[config.mk]
export PLATFORM = sky130hd
export DESIGN_NAME = arm7tdmi_cp_sequencer
export DESIGN_NICKNAME = d
export VERILOG_FILES = /design/src/rtl/arm7tdmi_pkg.sv /design/src/rtl/arm7tdmi_cp_busy_timer.sv /design/src/rtl/arm7tdmi_cp_sequencer.sv
export SDC_FILE = /design/constraint.sdc
export NUM_CORES = 1
export LEC_CHECK = 0
export ABC_AREA = 1
export BUFFER_PORTS_ARGS = -buffer_cell sky130_fd_sc_hd__buf_2
export CAP_MARGIN = 15
export CORE_MARGIN = 1.5
export CORE_UTILIZATION = 43
export DETAILED_ROUTE_END_ITERATION = 12
export GPL_ROUTABILITY_DRIVEN = 0
export GPL_TIMING_DRIVEN = 0
export HOLD_SLACK_MARGIN = 0.1
export PLACE_DENSITY = 0.82
export SYNTH_ARGS = -nofsm -noshare
export SYNTH_HDL_FRONTEND = slang
export SYNTH_SLANG_ARGS = --single-unit
[constraint.sdc]
create_clock -name clk -period 1.57 [get_ports clk]
set_clock_uncertainty 0.05 [all_clocks]
set_input_delay 0.314 -clock clk [delete_from_list [all_inputs] [get_ports clk]]
set_output_delay 0.314 -clock clk [all_outputs]
set_load 0.01 [all_outputs]
[src/rtl/arm7tdmi_pkg.sv]
// Shared ARM7TDMI types: coprocessor op codes, sequencer states and CP15
// maintenance register numbers.
package arm7tdmi_pkg;

  typedef enum logic [2:0] {
    CP_CDP = 3'd0,
    CP_MCR = 3'd1,
    CP_MRC = 3'd2,
    CP_LDC = 3'd3,
    CP_STC = 3'd4
  } cp_op_t;

  typedef enum logic [1:0] {
    CPS_IDLE       = 2'd0,
    CPS_ISSUE      = 2'd1,
    CPS_BUSY_WAIT  = 2'd2,
    CPS_MAINT_WAIT = 2'd3
  } cp_seq_state_t;

  localparam logic [3:0] CP15_NUM       = 4'd15;
  localparam logic [3:0] CP15_CRN_CACHE = 4'd7;
  localparam logic [3:0] CP15_CRN_TLB   = 4'd8;

  typedef struct packed {
    cp_op_t      op;
    logic [3:0]  num;
    logic [3:0]  crn;
    logic [3:0]  crm;
    logic [2:0]  op1;
    logic [2:0]  op2;
    logic [3:0]  rd;
    logic [31:0] data;
  } cp_req_t;

  // CP15 c7 (cache) and c8 (TLB) writes must wait for the memory side.
  function automatic logic is_maint(input cp_req_t r);
    return (r.op == CP_MCR) && (r.num == CP15_NUM) &&
           ((r.crn == CP15_CRN_CACHE) || (r.crn == CP15_CRN_TLB));
  endfunction

endpackage

[src/rtl/arm7tdmi_cp_busy_timer.sv]
// Busy-wait watchdog: counts BUSY_WAIT cycles and flags the cycle in which
// the limit is reached. Used only when ARM7TDMI_CP_TIMEOUT_EN is defined.
module arm7tdmi_cp_busy_timer #(
  parameter int TIMEOUT_CYCLES = 256
) (
  input  logic clk,
  input  logic rst_n,
  input  logic clear,
  input  logic inc,
  output logic expired
);

  logic [15:0] count;

  always_ff @(posedge clk or negedge rst_n) begin
    if (!rst_n)                         count <= '0;
    else if (clear)                     count <= '0;
    else if (inc && count != 16'hffff)  count <= count + 16'd1;
  end

  // count holds completed BUSY_WAIT cycles, so this is the limit-th one.
  assign expired = inc && (count == 16'(TIMEOUT_CYCLES - 1));

endmodule

[src/rtl/arm7tdmi_cp_sequencer.sv]
// Coprocessor instruction sequencer: launch, busy-wait, CP15 maintenance hold,
// MRC writeback. Optional busy-wait timeout under ARM7TDMI_CP_TIMEOUT_EN.
module arm7tdmi_cp_sequencer
  import arm7tdmi_pkg::*;
#(
  parameter int TIMEOUT_CYCLES = 256
) (
  input  logic        clk,
  input  logic        rst_n,
  input  logic        issue_valid,
  output logic        issue_ready,
  input  cp_op_t      issue_op,
  input  logic [3:0]  issue_num,
  input  logic [3:0]  issue_crn,
  input  logic [3:0]  issue_crm,
  input  logic [2:0]  issue_op1,
  input  logic [2:0]  issue_op2,
  input  logic [3:0]  issue_rd,
  input  logic [31:0] issue_data,
  input  logic        pipe_flush,
  input  logic        irq_pending,
  output logic        cp_en,
  output cp_op_t      cp_op,
  output logic [3:0]  cp_num,
  output logic [3:0]  cp_crn,
  output logic [3:0]  cp_crm,
  output logic [2:0]  cp_op1,
  output logic [2:0]  cp_op2,
  output logic [31:0] cp_data_in,
  input  logic        cp_busy,
  input  logic        cp_absent,
  input  logic [31:0] cp_data_out,
  output logic        maint_req,
  input  logic        maint_ack,
  output logic        wb_valid,
  output logic [3:0]  wb_rd,
  output logic [31:0] wb_data,
  output logic        retire,
  output logic        undef_trap,
  output logic        abandon,
  output logic        stall
);

  if (TIMEOUT_CYCLES < 1 || TIMEOUT_CYCLES > 65535) begin : g_bad_timeout
    $error("TIMEOUT_CYCLES must be in 1..65535");
  end

  cp_seq_state_t state_q, state_d;
  cp_req_t       req_q;
  logic          accept, capture, timeout;
  logic          retire_d, undef_d, abandon_d, wb_d;

  assign accept = (state_q == CPS_IDLE) && issue_valid;

`ifdef ARM7TDMI_CP_TIMEOUT_EN
  logic expired;

  arm7tdmi_cp_busy_timer #(.TIMEOUT_CYCLES(TIMEOUT_CYCLES)) u_timer (
    .clk     (clk),
    .rst_n   (rst_n),
    .clear   (accept),
    .inc     (state_q == CPS_BUSY_WAIT),
    .expired (expired)
  );

  assign timeout = expired && cp_busy;
`else
  assign timeout = 1'b0;
`endif

  always_ff @(posedge clk or negedge rst_n) begin
    if (!rst_n) state_q <= CPS_IDLE;
    else        state_q <= state_d;
  end

  always_comb begin
    state_d   = state_q;
    capture   = 1'b0;
    retire_d  = 1'b0;
    undef_d   = 1'b0;
    abandon_d = 1'b0;
    wb_d      = 1'b0;
    case (state_q)
      CPS_IDLE: begin
        if (issue_valid) begin
          capture = 1'b1;
          // No memory path here: LDC/STC trap straight from IDLE.
          if (issue_op == CP_LDC || issue_op == CP_STC) undef_d = 1'b1;
          else                                          state_d = CPS_ISSUE;
        end
      end
      CPS_ISSUE, CPS_BUSY_WAIT: begin
        if (pipe_flush) begin
          state_d = CPS_IDLE;
        end else if (cp_absent || timeout) begin
          undef_d = 1'b1;
          state_d = CPS_IDLE;
        end else if (cp_busy) begin
          if (state_q == CPS_BUSY_WAIT && irq_pending) begin
            abandon_d = 1'b1;
            state_d   = CPS_IDLE;
          end else begin
            state_d = CPS_BUSY_WAIT;
          end
        end else if (req_q.op == CP_MRC) begin
          wb_d     = 1'b1;
          retire_d = 1'b1;
          state_d  = CPS_IDLE;
        end else if (is_maint(req_q)) begin
          state_d = CPS_MAINT_WAIT;
        end else begin
          retire_d = 1'b1;
          state_d  = CPS_IDLE;
        end
      end
      CPS_MAINT_WAIT: begin
        // Flush and IRQ are deliberately ignored: the op is already in flight.
        if (maint_ack) begin
          retire_d = 1'b1;
          state_d  = CPS_IDLE;
        end
      end
      default: state_d = CPS_IDLE;
    endcase
  end

  always_ff @(posedge clk or negedge rst_n) begin
    if (!rst_n) begin
      req_q <= '0;
    end else if (capture) begin
      req_q <= '{op: issue_op, num: issue_num, crn: issue_crn, crm: issue_crm,
                 op1: issue_op1, op2: issue_op2, rd: issue_rd, data: issue_data};
    end
  end

  always_ff @(posedge clk or negedge rst_n) begin
    if (!rst_n) begin
      retire     <= 1'b0;
      undef_trap <= 1'b0;
      abandon    <= 1'b0;
      wb_valid   <= 1'b0;
      wb_rd      <= '0;
      wb_data    <= '0;
    end else begin
      retire     <= retire_d;
      undef_trap <= undef_d;
      abandon    <= abandon_d;
      wb_valid   <= wb_d;
      if (wb_d) begin
        wb_rd   <= req_q.rd;
        wb_data <= cp_data_out;
      end
    end
  end

  assign issue_ready = (state_q == CPS_IDLE);
  assign stall       = (state_q != CPS_IDLE);
  assign cp_en       = (state_q == CPS_ISSUE) || (state_q == CPS_BUSY_WAIT);
  assign maint_req   = (state_q == CPS_MAINT_WAIT);

  assign cp_op      = req_q.op;
  assign cp_num     = req_q.num;
  assign cp_crn     = req_q.crn;
  assign cp_crm     = req_q.crm;
  assign cp_op1     = req_q.op1;
  assign cp_op2     = req_q.op2;
  assign cp_data_in = req_q.data;

endmodule

==> results_dict.tcl, run 1 <==
set metrics [dict create \
    vias_per_cell 4.584 \
    status "finished, violations left" \
    cp_max_fo 7 \
    cts_max_path_buffers 2 \
    hp-class "input port to flip-flop" \
    crit_family "simple AND/OR/NAND/NOR gates" \
    power.density_nw_per_um2 1777 \
    io_buffers 193 \
    top_layer "met4" \
    min_path_cells 3 \
    slew_violations 0 \
    m1WireLength_um 4102 \
    postSynthAreaPerCell_um2 11.07 \
    grt_pass1_wl_um 15240 \
    cp.arrival_ns 1.87 \
    r2r_cells 9 \
    min_to "wb_data[2]" \
    syn_area_um2 4329 \
    worst_slack_ns -0.1074 \
    core-area_um2 9774 \
    drtIter0Drc 95 \
    worst-setup-path-type "flip-flop to flip-flop" \
    final_cell_mix "190 x buf_2, 105 x nand2_1, 99 x dfrtp_1, 62 x buf_4, 53 x mux2_2" \
    overflow 0 \
    yosysTopAreaCellShare_pct 57.23 \
    slowest_delay_ns 0.38 \
    die_h_um 103.3 \
    layout_commonest_cell "buf_2" \
    clk_pin_slew_ns 0.09 \
    crit_chain "inv_2 > ha_4 > nand3b_4 > nor2_4 > nand2_4 > buf_12 > clkbuf_16 > nand2_1 > nand2_1" \
    ys_dominant_reg_cell "dfrtp_1" \
    layout-drive-gt1-share_pct 57.70 \
    cp-start-kind "flip-flop" \
    syn_nets 492 \
    setup_viol 87 \
    async_reset_ff_share_pct 100.0 \
    rsz0062_at_grt "yes" \
    slew_headroom_pct 55.08 \
    route.met2.wl_um 5493 \
    finalCriticalPeriod_ns 1.677 \
    antenna_found_initial 0 \
    hp-start "cp_data_out[2]" \
    end_kind "flip-flop" \
    antenna_left 0 \
    cp_slowest_cell "dfrtp_1" \
    fin_nets 732 \
    hold_ws_ns 0.1231 \
    dpl_cell_area_um2 5502 \
    critPathMostFrequentCell "nand2_1" \
    synth_edf_count 0 \
    wl_met3_um 622 \
    netlist_instances 391 \
    yosysSeqAreaShare_pct 57.23 \
    wire_per_inst_um 13.60 \
    die-area_um2 10680 \
    clkLatencyLatePin_ns 0.35 \
    regToRegStartpoint "state_q[0]" \
    num_rows 36 \
    drv_cap 0 \
    place_ws_ns -0.3534 \
    cts_buffers 9 \
    cts_tree "built" \
    routed_wl_um 10460 \
    synth_top_area_cell "dfrtp_1" \
    vias 3525 \
    final_core_util_pct 63.24 \
    regToRegSetupSlack_ns -0.11 \
    start_util_pct 44.29 \
    hold_viol_final 0 \
    track_usage_pct 18.67 \
    ioPinCount 194 \
    drc_errors 0 \
    final_area_um2 6181 \
    ys_ff_latch 99 \
    fmax_ghz 0.5962 \
    dieWidth_um 103.3 \
    tightest_slew_ns 0.6738 \
    required_ns 1.76 \
    grt_pass1_vias 3338 \
    fillers 774 \
    path_buf_inv 3 \
    clock-sinks 99 \
    ir_drop_mv 1.032 \
    place_inst 718 \
    cts_root_buf "clkbuf_8" \
    violations "setup timing" \
    p_leak_nw 3.367 \
    h-tree-depth 3 \
    yosys_warnings 0 \
    instances_no_fill 769 \
    r2r_end "wb_data[12]" \
    dr.pass1.iters 4 \
    area_growth_pct 42.77 \
    antenna_cells 0 \
    fin_crit_sh_pct 106.8 \
    ys_types 20 \
    grt_max_degree 52 \
    synthTopCellsByArea "dfrtp_1 57%, mux2_2 14%, nand2_1 11%, buf_4 9.2%, buf_6 1.8%" \
    dp_hpwl_um 7212 \
]
[worst min-delay path: stages]
cell and delay [ns]:
buf_2 0.07, nand2_1 0.04, nand2_1 0.06
[sequential cells by signal, summed over array words and instances (netlist names), 4 cells and up]
| name | count |
|---|---|
| cp_data_in | 32 |
| wb_data | 32 |
| cp_crm | 4 |
| cp_crn | 4 |
| cp_num | 4 |
| req_q | 4 |
| wb_rd | 4 |
[synth_stat cells, types with 2 or more instances]
| master | number |
|---|---|
| dfrtp_1 | 99 |
| buf_2 | 6 |
| nand3_1 | 4 |
| buf_4 | 53 |
| inv_1 | 10 |
| nor3_1 | 3 |
| buf_6 | 7 |
| a21oi_1 | 5 |
| o21ai_0 | 3 |
| nand2_1 | 125 |
| mux2_2 | 53 |
| nand4_1 | 3 |
| ha_1 | 4 |
| nand3b_1 | 2 |
| nor2_1 | 9 |
[worst max-delay path by stage]
stage,start,endpoint,slack [ns],cells after the start
final,state_q[0],wb_data[12],-0.11,9
after floorplan,state_q[1],wb_data[4],-0.03,9
after global placement,rst_n,cp_crm[2],-0.82,1
after detailed placement,state_q[1],cp_data_in[18],-0.35,5
after CTS,state_q[1],wb_data[6],-0.08,9
after global routing,state_q[1],wb_data[22],-0.16,9
[what timing repair did]
action,in CTS,in global routing
hold buffers,25,0
gates cloned,2,1
resized for setup,22,29
hold endpoints to repair,74,0
pin swaps,2,9
setup buffers,4,4
endpoints found under the setup margin,98,43
[where the power goes]
part,internal (mW),switching (mW)
clock network,0.662,0.812
registers,3.70,0.661
logic,2.92,2.22
[stage by stage]
| step | power, mW | setup TNS, ns |
|---|---|---|
| 2_1_floorplan | 7.382 | -1.599 |
| 3_3_place_gp | 8.910 | -95.99 |
| 3_5_place_dp | 9.142 | -21.19 |
| 4_1_cts | 10.90 | -1.867 |
| 5_1_grt | 11.76 | -10.16 |
| 6_report | 10.98 | -5.059 |
[layer usage]
layer	global-route usage [%]	vias to the layer above
met5	0	-
met2	32.78	140
li1	-	1683
met1	22.23	1681
met4	8.004	0
met3	3.831	21
[cells by family (layout without fill, tap and decap cells)]
kind of cell | count (synthesis) | after routing | share of synthesized area, %
flops | 99 | 99 | 57.23
mux | 53 | 53 | 13.79
simple gates | 150 | 150 | 14.22
fa+ha+maj | 4 | 4 | 1.156
buf+inv | 77 | 322 | 12.69
compound gates | 8 | 8 | 0.9247
[layout make-up]
cell class | instances | area [um^2] | share of cell area [%]
plain buffers | 66 | 560.5 | 9.069
clock buffers | 14 | 162.7 | 2.632
clock inverters | 2 | 10.01 | 0.1619
inverters | 11 | 43.79 | 0.7085
multi-input cells | 215 | 1405 | 22.73
flip-flops and latches | 99 | 2477 | 40.08
well taps | 133 | 166.4 | 2.692
repair buffers | 229 | 1355 | 21.92
No activity file was read; power rests on OpenSTA's default activity.
==> inputs of run 2 (changes only) <==
--- a/config.mk
+++ b/config.mk
@@ -15,6 +15,7 @@
 export GPL_TIMING_DRIVEN = 0
 export HOLD_SLACK_MARGIN = 0.1
 export PLACE_DENSITY = 0.82
+export RECOVER_POWER = 50
 export SYNTH_ARGS = -nofsm -noshare
 export SYNTH_HDL_FRONTEND = slang
 export SYNTH_SLANG_ARGS = --single-unit
==> run 2 against run 1 <==
Net effect: the run still ends with setup timing left; combinational power down 1%; clock-buffer cell count stayed put; cell count unchanged; via count increased by 0.45%; sequential share of layout area is 0.15 points higher; cell area down 0.38%; critical path depth is the same; power is 0.38% lower; maximum frequency rose by 0.40%; first-iteration DRC count grew 7.4%; critical endpoint unchanged; sequential cell count did not move.
==> results_dict.tcl, run 2 (synthesis results as in run 1) <==
set metrics [dict create \
    status "finished, violations left" \
    die-area_um2 10680 \
    final_core_util_pct 62.99 \
    end_kind "flip-flop" \
    drtIter0Drc 102 \
    drv_cap 0 \
    dp_hpwl_um 7212 \
    cts_max_path_buffers 2 \
    place_inst 718 \
    cp.arrival_ns 1.86 \
    rsz0062_at_grt "yes" \
    grt_pass1_vias 3338 \
    cp-start-kind "flip-flop" \
    grt_max_degree 52 \
    tns_ns -4.571 \
    antenna_cells 0 \
    power_frac_clock_pct 13.4 \
    violations "setup timing" \
    antenna_found_initial 0 \
    core-area_um2 9774 \
    setup_viol 87 \
    worst-setup-path-type "flip-flop to flip-flop" \
    clkLatencyLatePin_ns 0.35 \
    power_switching_mw 3.699 \
    overflow 0 \
    vias 3541 \
    cp_max_fo 7 \
    power.density_nw_per_um2 1777 \
    die_h_um 103.3 \
    worst_slack_ns -0.1007 \
    cts_buffers 9 \
    slew_headroom_pct 51.34 \
    grt_pass1_wl_um 15240 \
    hold_viol_final 0 \
    cts_tree "built" \
    track_usage_pct 18.67 \
    vias_per_cell 4.605 \
    hp-class "input port to flip-flop" \
    layout_commonest_cell "buf_2" \
    intPower_mw 7.240 \
    fmax_ghz 0.5986 \
    required_ns 1.76 \
    p_sw_share_pct 33.81 \
    fin_nets 732 \
    dieWidth_um 103.3 \
    instances_no_fill 769 \
    io_buffers 193 \
    finalCriticalPeriod_ns 1.671 \
    dr.pass1.iters 4 \
    hold_ws_ns 0.1229 \
    clock-sinks 99 \
    wire_per_inst_um 13.63 \
    layout-drive-gt1-share_pct 54.72 \
    antenna_left 0 \
    comb_power_share_pct 46.6 \
    h-tree-depth 3 \
    clk_pin_slew_ns 0.08 \
    cts_root_buf "clkbuf_8" \
    num_rows 36 \
    ioPinCount 194 \
    fin_crit_sh_pct 106.4 \
    tightest_slew_ns 0.7299 \
    p_leak_nw 3.295 \
    drc_errors 0 \
    area_growth_pct 42.23 \
    ir_drop_mv 1.029 \
    start_util_pct 44.29 \
    seqPwrFrac_pct 39.9 \
    power_mw 10.94 \
    routed_wl_um 10480 \
    slew_violations 0 \
    final_cell_mix "171 x buf_2, 105 x nand2_1, 99 x dfrtp_1, 61 x buf_4, 53 x mux2_2" \
    fillers 786 \
]
==> run 2: changes by cell type in the layout (fill, tap and decap cells not counted), sizes merged <==
cell,change
clkbuf,+20
buf,-20
==> run 2: stage by stage <==
stage               instance area (um^2)  setup WS [ns]
floorplan                           4339       -0.03388
global placement                    5472        -0.8173
detailed placement                  5502        -0.3534
CTS                                 6045       -0.07764
global route                        6157        -0.1643
finish                              6157        -0.1007
==> run 2: critical path, cell delays in order (launching register included) <==
cell	delay [ns]
dfrtp_1	0.37
inv_2	0.08
ha_4	0.30
nand3b_4	0.09
nor2_4	0.16
nand2_4	0.09
buf_12	0.16
clkbuf_16	0.15
nand2_1	0.05
nand2_1	0.05
==> run 2: power groups by stage <==
stage               Sequential (mW)  Clock [mW]  Combinational [mW]
finish                         4.37        1.47                5.10
global route                   4.52        1.65                5.55
CTS                            4.33        1.54                5.03
detailed placement             4.38           0                4.77
global placement               4.29           0                4.62
floorplan                      4.43           0                2.95
==> run 2: routing by layer <==
metal	share of wire (%)	wire length (um)	vias up	GRT usage, %
li1	-	-	1679	-
met1	39	4060	1689	22.23
met2	53	5512	151	32.78
met3	6.3	665	22	3.831
met4	2.3	244	0	8.004
met5	0	0	-	0
==> run 2: final timing paths <==
check	from	to	depth (start not counted)	slack, ns
min	cp_data_out[2]	wb_data[2]	3	0.12
max	state_q[0]	wb_data[12]	9	-0.10
max reg2reg	state_q[0]	wb_data[12]	9	-0.10
max in group asynchronous	rst_n	cp_crm[3]	3	0.26
min reg2reg	req_q[33]	wb_rd[1]	2	0.43
min in group asynchronous	rst_n	cp_data_in[17]	2	0.53
==> run 2: final cells by class <==
| type | count | area [um^2] | share of cell area (%) |
|---|---|---|---|
| clock inverter | 2 | 10.01 | 0.1626 |
| clock buffer | 14 | 162.7 | 2.642 |
| inverter | 11 | 43.79 | 0.7112 |
| timing repair buffer | 229 | 1331 | 21.62 |
| sequential | 99 | 2477 | 40.24 |
| tap | 133 | 166.4 | 2.703 |
| buffer | 66 | 560.5 | 9.104 |
| multi-input combinational | 215 | 1405 | 22.82 |
==> run 2: timing repair <==
action,4_1_cts,5_1_grt
pin swaps,2,9
gates cloned,2,1
gates resized for setup,22,29
setup buffers,4,4
hold buffers,25,0
setup endpoints to repair,98,43
hold endpoints to repair,74,0
